## config.mk

```make
export PLATFORM = sky130hd
export DESIGN_NAME = hazard_controller_flat
export DESIGN_NICKNAME = d
export VERILOG_FILES = /design/src/rtl/hazard_controller_pkg.sv /design/src/rtl/hazard_controller_if.sv /design/src/rtl/hazard_controller_load_use_detect.sv /design/src/rtl/hazard_controller.sv /design/src/flat_wrapper.sv
export SDC_FILE = /design/constraint.sdc
export NUM_CORES = 1
export LEC_CHECK = 0
export CORE_MARGIN = 2
export CORE_UTILIZATION = 35
export CTS_CLUSTER_DIAMETER = 60
export CTS_CLUSTER_SIZE = 25
export DETAILED_ROUTE_END_ITERATION = 10
export HOLD_SLACK_MARGIN = 0.03
export SLEW_MARGIN = 20
export SYNTH_ARGS = -nofsm -noshare
export SYNTH_HDL_FRONTEND = slang
export SYNTH_SLANG_ARGS = --single-unit
```

## constraint.sdc

```tcl
create_clock -name clk -period 2.95 [get_ports clk]
set_input_delay 0.59 -clock clk [delete_from_list [all_inputs] [get_ports clk]]
set_output_delay 0.59 -clock clk [all_outputs]
set_load 0.03 [all_outputs]
```

## src/rtl/hazard_controller_pkg.sv

```systemverilog
// ============================================================================
// Module      : hazard_controller_pkg
// Description : Shared types and constants for the pipeline hazard controller.
// Revision    : 1.0 - initial release
// ============================================================================
`default_nettype none

package hazard_controller_pkg;

    // Controller FSM states
    typedef enum logic [1:0] {
        RUN      = 2'd0,
        MEM_WAIT = 2'd1,
        DRAIN    = 2'd2,
        HALTED   = 2'd3
    } state_e;

    // Where MEM_WAIT returns once the memory miss clears
    typedef enum logic {
        RES_RUN   = 1'b0,
        RES_DRAIN = 1'b1
    } resume_e;

    localparam int unsigned DRAIN_CYCLES  = 3;
    localparam int unsigned DRAIN_CNT_W   = 2;
    localparam logic [3:0]  REG_ZERO      = 4'h0;
    localparam int unsigned STALL_CNT_W   = 16;
    localparam logic [STALL_CNT_W-1:0] STALL_CNT_MAX = {STALL_CNT_W{1'b1}};

endpackage : hazard_controller_pkg

`default_nettype wire

```

## src/rtl/hazard_controller_if.sv

```systemverilog
// ============================================================================
// Module      : hazard_controller_if
// Description : Pipeline-side hazard inputs and control outputs.
// Revision    : 1.0 - initial release
// ============================================================================
`default_nettype none

interface hazard_controller_if;
    import hazard_controller_pkg::*;

    logic [3:0]             id_srcReg1;
    logic [3:0]             id_srcReg2;
    logic                   id_usesSrc2;
    logic [3:0]             id_ex_dstReg;
    logic                   id_ex_memRead;
    logic                   branch_taken;
    logic                   id_halt;
    logic                   mem_stall_req;

    logic                   pc_write;
    logic                   if_id_write;
    logic                   if_id_flush;
    logic                   id_ex_bubble;
    logic                   pipe_en;
    logic                   halted;
    logic [STALL_CNT_W-1:0] stall_count;

    // Pipeline side: supplies hazard information, consumes control
    modport master (
        output id_srcReg1, id_srcReg2, id_usesSrc2, id_ex_dstReg,
               id_ex_memRead, branch_taken, id_halt, mem_stall_req,
        input  pc_write, if_id_write, if_id_flush, id_ex_bubble,
               pipe_en, halted, stall_count
    );

    // Controller side
    modport slave (
        input  id_srcReg1, id_srcReg2, id_usesSrc2, id_ex_dstReg,
               id_ex_memRead, branch_taken, id_halt, mem_stall_req,
        output pc_write, if_id_write, if_id_flush, id_ex_bubble,
               pipe_en, halted, stall_count
    );

endinterface : hazard_controller_if

`default_nettype wire

```

## src/rtl/hazard_controller_load_use_detect.sv

```systemverilog
// ============================================================================
// Module      : load_use_detect
// Description : Combinational load-use hazard comparator. R0 never hazards.
// Revision    : 1.0 - initial release
// ============================================================================
`default_nettype none

module load_use_detect
    import hazard_controller_pkg::*;
(
    input  wire logic [3:0] i_src_reg1,
    input  wire logic [3:0] i_src_reg2,
    input  wire logic       i_uses_src2,
    input  wire logic [3:0] i_ex_dst_reg,
    input  wire logic       i_ex_mem_read,
    output logic            o_load_use
);

    logic w_src1_hit;
    logic w_src2_hit;

    assign w_src1_hit = (i_ex_dst_reg == i_src_reg1);
    assign w_src2_hit = i_uses_src2 && (i_ex_dst_reg == i_src_reg2);

    assign o_load_use = i_ex_mem_read && (i_ex_dst_reg != REG_ZERO)
                        && (w_src1_hit || w_src2_hit);

endmodule : load_use_detect

`default_nettype wire

```

## src/rtl/hazard_controller.sv

```systemverilog
// ============================================================================
// Module      : hazard_controller
// Description : Pipeline stall/flush/halt controller with memory-wait and
//               halt-drain sequencing and a saturating stall counter.
// Revision    : 1.0 - initial release
// ============================================================================
`default_nettype none

module hazard_controller
    import hazard_controller_pkg::*;
(
    input  wire logic          clk,
    input  wire logic          rst_n,
    hazard_controller_if.slave hz
);

    state_e                 state_q, state_d;
    resume_e                resume_q, resume_d;
    logic [DRAIN_CNT_W-1:0] drain_cnt_q, drain_cnt_d;
    logic [STALL_CNT_W-1:0] stall_count_q, stall_count_d;
    logic                   halted_q, halted_d;

    logic                   w_load_use;
    state_e                 w_eff_state;
    logic                   w_pc_write;
    logic                   w_if_id_write;
    logic                   w_if_id_flush;
    logic                   w_id_ex_bubble;
    logic                   w_pipe_en;

    load_use_detect u_load_use_detect (
        .i_src_reg1    (hz.id_srcReg1),
        .i_src_reg2    (hz.id_srcReg2),
        .i_uses_src2   (hz.id_usesSrc2),
        .i_ex_dst_reg  (hz.id_ex_dstReg),
        .i_ex_mem_read (hz.id_ex_memRead),
        .o_load_use    (w_load_use)
    );

    // The MEM_WAIT exit cycle already acts as the state being resumed
    always_comb begin
        w_eff_state = state_q;
        if (state_q == MEM_WAIT && !hz.mem_stall_req) begin
            w_eff_state = (resume_q == RES_DRAIN) ? DRAIN : RUN;
        end
    end

    // Next-state and control-output decode
    always_comb begin
        state_d        = state_q;
        resume_d       = resume_q;
        drain_cnt_d    = drain_cnt_q;
        w_pc_write     = 1'b0;
        w_if_id_write  = 1'b0;
        w_if_id_flush  = 1'b0;
        w_id_ex_bubble = 1'b0;
        w_pipe_en      = 1'b0;

        case (w_eff_state)
            RUN: begin
                state_d = RUN;
                if (hz.mem_stall_req) begin
                    state_d  = MEM_WAIT;
                    resume_d = RES_RUN;
                end else if (w_load_use) begin
                    // Bubble into EX; branch is retried once the load clears
                    w_id_ex_bubble = 1'b1;
                    w_pipe_en      = 1'b1;
                end else if (hz.branch_taken) begin
                    w_pc_write    = 1'b1;
                    w_if_id_write = 1'b1;
                    w_if_id_flush = 1'b1;
                    w_pipe_en     = 1'b1;
                end else if (hz.id_halt) begin
                    w_if_id_write = 1'b1;
                    w_if_id_flush = 1'b1;
                    w_pipe_en     = 1'b1;
                    state_d       = DRAIN;
                    drain_cnt_d   = DRAIN_CNT_W'(DRAIN_CYCLES);
                end else begin
                    w_pc_write    = 1'b1;
                    w_if_id_write = 1'b1;
                    w_pipe_en     = 1'b1;
                end
            end
            MEM_WAIT: begin
                state_d = MEM_WAIT;
            end
            DRAIN: begin
                if (hz.mem_stall_req) begin
                    state_d  = MEM_WAIT;
                    resume_d = RES_DRAIN;
                end else begin
                    w_if_id_write = 1'b1;
                    w_if_id_flush = 1'b1;
                    w_pipe_en     = 1'b1;
                    drain_cnt_d   = drain_cnt_q - 1'b1;
                    state_d       = (drain_cnt_q == DRAIN_CNT_W'(1)) ? HALTED : DRAIN;
                end
            end
            HALTED: begin
                state_d = HALTED;
            end
            default: begin
                state_d = RUN;
            end
        endcase
    end

    // Registered status: halted flag and saturating stall-cycle count
    always_comb begin
        halted_d      = (state_d == HALTED);
        stall_count_d = stall_count_q;
        if (!w_pc_write && !halted_q && (stall_count_q != STALL_CNT_MAX)) begin
            stall_count_d = stall_count_q + 1'b1;
        end
    end

    // State and counter registers
    always_ff @(posedge clk or negedge rst_n) begin
        if (!rst_n) begin
            state_q       <= RUN;
            resume_q      <= RES_RUN;
            drain_cnt_q   <= '0;
            stall_count_q <= '0;
            halted_q      <= 1'b0;
        end else begin
            state_q       <= state_d;
            resume_q      <= resume_d;
            drain_cnt_q   <= drain_cnt_d;
            stall_count_q <= stall_count_d;
            halted_q      <= halted_d;
        end
    end

    assign hz.pc_write     = w_pc_write;
    assign hz.if_id_write  = w_if_id_write;
    assign hz.if_id_flush  = w_if_id_flush;
    assign hz.id_ex_bubble = w_id_ex_bubble;
    assign hz.pipe_en      = w_pipe_en;
    assign hz.halted       = halted_q;
    assign hz.stall_count  = stall_count_q;

endmodule : hazard_controller

`default_nettype wire

```

## src/flat_wrapper.sv

```systemverilog
// flat-port wrapper written by rule: the top's interface ports become plain ports
module hazard_controller_flat import hazard_controller_pkg::*;
  (clk, rst_n, hz_id_srcReg1, hz_id_srcReg2, hz_id_usesSrc2, hz_id_ex_dstReg, hz_id_ex_memRead, hz_branch_taken, hz_id_halt, hz_mem_stall_req, hz_pc_write, hz_if_id_write, hz_if_id_flush, hz_id_ex_bubble, hz_pipe_en, hz_halted, hz_stall_count);
  hazard_controller_if hz_i ();
  input  wire logic clk;
  input  wire logic rst_n;
  input wire logic [$bits(hz_i.id_srcReg1)-1:0] hz_id_srcReg1;
  input wire logic [$bits(hz_i.id_srcReg2)-1:0] hz_id_srcReg2;
  input wire logic [$bits(hz_i.id_usesSrc2)-1:0] hz_id_usesSrc2;
  input wire logic [$bits(hz_i.id_ex_dstReg)-1:0] hz_id_ex_dstReg;
  input wire logic [$bits(hz_i.id_ex_memRead)-1:0] hz_id_ex_memRead;
  input wire logic [$bits(hz_i.branch_taken)-1:0] hz_branch_taken;
  input wire logic [$bits(hz_i.id_halt)-1:0] hz_id_halt;
  input wire logic [$bits(hz_i.mem_stall_req)-1:0] hz_mem_stall_req;
  output wire logic [$bits(hz_i.pc_write)-1:0] hz_pc_write;
  output wire logic [$bits(hz_i.if_id_write)-1:0] hz_if_id_write;
  output wire logic [$bits(hz_i.if_id_flush)-1:0] hz_if_id_flush;
  output wire logic [$bits(hz_i.id_ex_bubble)-1:0] hz_id_ex_bubble;
  output wire logic [$bits(hz_i.pipe_en)-1:0] hz_pipe_en;
  output wire logic [$bits(hz_i.halted)-1:0] hz_halted;
  output wire logic [$bits(hz_i.stall_count)-1:0] hz_stall_count;
  assign hz_i.id_srcReg1 = hz_id_srcReg1;
  assign hz_i.id_srcReg2 = hz_id_srcReg2;
  assign hz_i.id_usesSrc2 = hz_id_usesSrc2;
  assign hz_i.id_ex_dstReg = hz_id_ex_dstReg;
  assign hz_i.id_ex_memRead = hz_id_ex_memRead;
  assign hz_i.branch_taken = hz_branch_taken;
  assign hz_i.id_halt = hz_id_halt;
  assign hz_i.mem_stall_req = hz_mem_stall_req;
  assign hz_pc_write = hz_i.pc_write;
  assign hz_if_id_write = hz_i.if_id_write;
  assign hz_if_id_flush = hz_i.if_id_flush;
  assign hz_id_ex_bubble = hz_i.id_ex_bubble;
  assign hz_pipe_en = hz_i.pipe_en;
  assign hz_halted = hz_i.halted;
  assign hz_stall_count = hz_i.stall_count;
  hazard_controller u_core (.clk(clk), .rst_n(rst_n), .hz(hz_i));
endmodule
```

# Yosys cells after proc, flatten, opt, wreduce, memory -nomap -nowiden
# Cells that the tools add are included.
[word_totals]
reg_bits = 22
word_cells = 75
[op_classes]
addsub = 2
n_eq_ne = 16
muxes = 36
reduce_logical = 16
[op_table]
columns = ["operator", "n"]
rows = [
  ["2-to-1 mux 2 bit", 12],
  ["2-to-1 mux 1 bit", 19],
  ["adder 16 x 1 -> 16 bit (second input constant)", 1],
  ["inequality test 16 bit (second input constant)", 1],
  ["inequality test 2 bit (second input constant)", 7],
  ["== test 4 bit", 2],
  ["case mux 2 bit (4 select lines)", 1],
  ["== test 2 x 1 -> 1 bit (second input constant)", 3],
  ["== test 2 bit (second input constant)", 3],
  ["logical AND 1 bit", 6],
  ["case mux 1 bit (2 select lines)", 3],
  ["AND reduction 6 bit", 1],
  ["case mux 2 bit (2 select lines)", 1],
  ["nonzero test 4 bit", 1],
  ["logical NOT 1 bit", 3],
  ["AND reduction 3 bit", 1],
  ["logical NOT 2 bit", 1],
  ["nonzero test 2 bit", 1],
  ["OR reduction 2 bit", 1],
  ["subtractor 2 x 1 -> 2 bit (second input constant)", 1],
  ["logical OR 1 bit", 1],
]

# Longest topological paths before layout
[depth]
word_depth = 10
mapped_depth = 7

# By module
# A second synthesis with hierarchy kept.
[unflattened]
cells_unflattened = 121
hier_area_um2 = 1330.0
[modules_own_cells]
columns = ["module", "n_inst", "cells_each", "area_each_um2"]
rows = [
  ["hazard_controller", 1, 108, 1223.7],
  ["load_use_detect", 1, 13, 106.4],
]

# Least setup slack after synthesis
# Ideal clock, no wire load.
[synth_path]
path_kind = "input-to-output"
startpoint = "input hz_id_ex_dstReg[0]"
endpoint = "output hz_if_id_flush"
t_arrival_ps = 2040
setup_slack_ps = 320
path_stages = 5
path_buffers = 0
cell_sequence = "o41a_1 > and3_1 > a22oi_2 > o211ai_1 > a21oi_1"
[synth_between]
elab_chain_cells = 7
word_cells_on_any_way = 10
[synth_rtl]
columns = ["item", "line_no", "source"]
rows = [
  ["start: declaration", "flat_wrapper.sv:10", "input wire logic [$bits(hz_i.id_ex_dstReg)-1:0] hz_id_ex_dstReg;"],
  ["== test 4 bit", "hazard_controller_load_use_detect.sv:23", "assign w_src2_hit = i_uses_src2 && (i_ex_dst_reg == i_src_reg2);"],
  ["logical AND 1 bit", "hazard_controller_load_use_detect.sv:23", ""],
  ["logical OR 1 bit", "hazard_controller_load_use_detect.sv:26", "&& (w_src1_hit || w_src2_hit);"],
  ["logical AND 1 bit (*)", "hazard_controller_load_use_detect.sv:26", ""],
  ["2-to-1 mux 1 bit (*)", "hazard_controller.sv:65", "end else if (w_load_use) begin"],
  ["2-to-1 mux 1 bit (*)", "hazard_controller.sv:62", "if (hz.mem_stall_req) begin"],
  ["case mux 1 bit (2 select lines) (*)", "hazard_controller.sv:59", "case (w_eff_state)"],
  ["end: declaration", "flat_wrapper.sv:17", "output wire logic [$bits(hz_i.if_id_flush)-1:0] hz_if_id_flush;"],
]
# Mark *: on every way between the ends. The rest lies on a longest branch, timed or not.

# Worst setup path in the final report
[layout_path]
startpoint = "input hz_id_srcReg1[2]"
endpoint = "output hz_if_id_write"
[layout_between]
elab_chain_cells = 6
[layout_rtl]
columns = ["item", "line_no", "source"]
rows = [
  ["start: declaration", "flat_wrapper.sv:7", "input wire logic [$bits(hz_i.id_srcReg1)-1:0] hz_id_srcReg1;"],
  ["== test 4 bit", "hazard_controller_load_use_detect.sv:22", "assign w_src1_hit = (i_ex_dst_reg == i_src_reg1);"],
  ["logical OR 1 bit", "hazard_controller_load_use_detect.sv:26", ""],
  ["logical AND 1 bit", "hazard_controller_load_use_detect.sv:26", ""],
  ["2-to-1 mux 1 bit", "hazard_controller.sv:65", ""],
  ["2-to-1 mux 1 bit", "hazard_controller.sv:62", ""],
  ["case mux 1 bit (2 select lines)", "hazard_controller.sv:59", ""],
  ["end: declaration", "flat_wrapper.sv:16", "output wire logic [$bits(hz_i.if_id_write)-1:0] hz_if_id_write;"],
]
# No other way between the ends.

==> impl_results.md <==
* H-tree depth at 1
* Die ar. at 4088 sq um
* Post-synth net total at 148
* Top sig layer: met4
* Worst Setup SP: hz_id_srcReg1[2]
* # rows at 21
* Antenna diode count at 0
* Num CTS Buffers at 3
* Synth top area share at 0.4378
* GRT Resource Usage Total at 0.1512
* Leakage at 0.7669 nW
* Total grt overflow at 0
* Placed cell count at 220
* Min Clock Period, post-route at 2.830 ns
* Hold path start: u_core.drain_cnt_q[0]
* Least-Margin Pin Slew at 0.4483 ns
* Clk_lat worst skew at 0.31 ns
* Predominant post-synthesis flop cell: dfrtp_1
* Required time of the critical path at 2.36 ns
* Flop pwr share at 0.547
* Synth cell types at 32
* Via density per instance at 5.089
* Logic pwr share at 0.176
* Vias at 1140
* # Max-Cap Violations at 0
* Final Max Tran Viols at 0
* Clock buffer depth at 2
* # fillers at 303
* WS Path Type: in2out
* Share of layout cells above drive strength 1 at 0.1292
* Initial antenna violation count at 0
* Routed wl met3 at 98 um
* Worst hold slack at 0.5250 ns
* Endpoints failing setup at 0
* Worst EP arrival at 2.24 ns
* Status: completed
* CP endpoint kind: primary output
* Max FO, Critical Path at 5
* DR WL met2 at 1445 um
* RSZ-0062 raised after global routing: no
* Mapped cell area at 1257 sq um
* Post-synth top area cell: dfrtp_1
* Reg2reg end: u_core.hz.stall_count[1]
* Switch share at 0.2604
* Warnings from Yosys at 0
* NetSw at 0.1555 mW
* Hold path endpoint: u_core.drain_cnt_q[0]
* Hpwl dp at 2221 um
* Clock power share at 0.277
* Register area share after synthesis at 0.4378
* Final Wtd Congestion at 0.8312
* Area Growth Syn to Fin at 43.38%
* Tcrit/Tclk final at 0.9594
* Crit path top cell by count: buf_4
* Initial DRC count at 48
* Reg2reg path depth at 5
* DRC violations left at 0
* Worst IR drop on VDD at 145.3 uV
* Setup bufs post-CTS at 0
* Pwr dens at 331.2 nW/um^2
* Fmax at 0.3533 GHz
* Fin. Hold Viols at 0
* Main area contributors after synthesis: dfrtp_1 44%, xor2_1 14%, nand2_1 3.9%
* Clk slew on worst S/H paths at 0.12 ns
* Slew HR at 0.7011
* Synth Register Bits at 22
* Largest net degree at the start of global routing at 23
* Crit-path cells: clkdlybuf4s50_1 -> xor2_1 -> nor4_2 -> a22oi_2 -> buf_4 -> nand2b_1 -> a21oi_1 -> nor2_1 -> buf_4
* CP peak stage delay at 0.42 ns
* CTS tree: yes
* Fin nets at 200
* Syn avg cell area at 9.901 sq um
* Most instantiated library cell after synthesis: dfrtp_1
* # IOs at 41
* Drt wl/cell at 12.56 um
* First-pass GRT wire length at 4919 um
* Ys async rst share at 1.000
* Hold Crit Depth at 1
* Number of synthesized flops with an enable pin at 0
* First drt pass iteration count at 4
* Worst r2r src: u_core.hz.stall_count[12]
* Chip Height at 63.94 um
* Commonest cells post-synth: 22 x dfrtp_1, 20 x xor2_1, 13 x nand2_1, 8 x nor2_1
* CP startpoint kind: primary input
* Layout Cells excl Fill at 224
* Power Internal at 0.4417 mW
* Hold WC Path Type: reg2reg
* Cells after synthesis at 127
* Slowest CP cell: clkdlybuf4s50_1
* TritonCTS Sinks at 22
* Flop2flop setup slack at 0.97 ns
* IO Port Bufs at 40
* Routed metal-1 wire length at 1235 um
* Clk root buf: clkbuf_4
* Chip Width at 63.94 um
* Setup Skew at 0.003166 ns
* Vias in the first global route at 1099
* TNS Setup at 0 ns
* Core Area at 3390 sq um
* Final wirelength at 2813 um
* Routed Antenna Nets at 0
* Initial Utilization at 0.3710
-- cell families after synthesis --
family / Yosys count / synth area share
flip-flops: 22 / 0.4378
AO/OA/AOI/OAI: 13 / 0.07562
XOR/XNOR: 23 / 0.1602
adder cells (fa/ha/maj): 2 / 0.01990
AND/OR/NAND/NOR: 60 / 0.2677
multiplexers: 2 / 0.01791
buffers and inverters: 5 / 0.02090
-- stage by stage --
step	utilization	setup slack, ns	power [mW]	instance area (sq um)
final	0.5319	0.1198	0.5972	1803
after global routing	0.5319	0.01611	0.6306	1803
after CTS	0.5312	0.02531	0.6084	1800
after detailed placement	0.5197	-0.07914	0.4400	1762
after global placement	0.5197	-0.03694	0.4376	1762
after floorplan	-	0.3197	0.3744	1257
-- worst max-delay path: cells and delay by family --
kind                   cells  cell delay, ns
AND/OR/NAND/NOR            3            0.48
AO/OA/AOI/OAI              2            0.26
XOR/XNOR                   1            0.15
buffers and inverters      3            0.74
-- power groups by stage --
stage | Sequential, mW | Clock [mW] | Combinational [mW]
final | 0.327 | 0.165 | 0.105
after detailed placement | 0.333 | 0 | 0.107
after CTS | 0.327 | 0.174 | 0.108
after global routing | 0.329 | 0.187 | 0.115
after global placement | 0.332 | 0 | 0.106
after floorplan | 0.349 | 0 | 0.0255
-- layout by cell type, fill, tap and decap left out --
cell type	netlist	final
nand4_1	3	3
a32oi_1	1	1
inv_1	2	2
nor3_1	7	7
o211ai_1	1	1
nand4b_1	1	1
nor2b_1	2	2
buf_4	0	14
o32ai_1	1	1
dlygate4sd2_1	0	3
dlymetal6s2s_1	0	1
or3_1	1	1
clkbuf_8	0	1
o21ai_0	2	2
nor4b_1	3	3
ha_1	2	2
mux2_2	2	2
a31oi_1	1	1
a21oi_1	3	3
nor4_2	0	1
xor2_1	20	20
clkbuf_4	0	3
nor2_1	8	8
xnor2_1	3	3
and2b_1	1	1
clkdlybuf4s50_1	0	32
nand2_1	13	13
dfrtp_1	22	22
and3_1	4	4
nor4b_4	1	1
a211oi_1	2	2
nand2b_1	2	2
o41a_1	1	1
nand3_1	6	6
nor4_1	7	6
nor3b_1	1	1
a22oi_2	1	1
-- layer usage --
metal	up-vias	track usage
met4	0	0.05435
met2	28	0.2539
met5	-	0
li1	561	-
met3	4	0.02993
met1	547	0.1920
-- cell type report --
type	instances	area [sq um]	share of cell area
well taps	46	57.56	0.03192
clock buffers	4	36.28	0.02012
flip-flops and latches	22	550.5	0.3053
multi-input cells	100	686.9	0.3810
repair buffers	50	464.2	0.2575
inverters	2	7.507	0.004164
-- state kept, by name (all words and copies together), names as in the netlist --
register,count
u_core.hz.halted,1
u_core.resume_q,1
u_core.hz.stall_count,16
u_core.state_q,2
u_core.drain_cnt_q,2
-- timing repair --
action,in CTS,in global routing
hold buffers,0,0
endpoints found under the hold margin,0,0
pin swaps,0,1
setup endpoints to repair,3,3
resized for setup,4,1
-- worst max-delay path by stage --
stage | cells past startpoint | to | slack [ns]
after global routing | 9 | hz_if_id_write | 0.02
final | 9 | hz_if_id_write | 0.12
after CTS | 9 | hz_if_id_write | 0.03
after global placement | 9 | hz_if_id_write | -0.04
after floorplan | 5 | hz_if_id_flush | 0.32
after detailed placement | 9 | hz_if_id_write | -0.08
(Power assumes the default switching activity.)
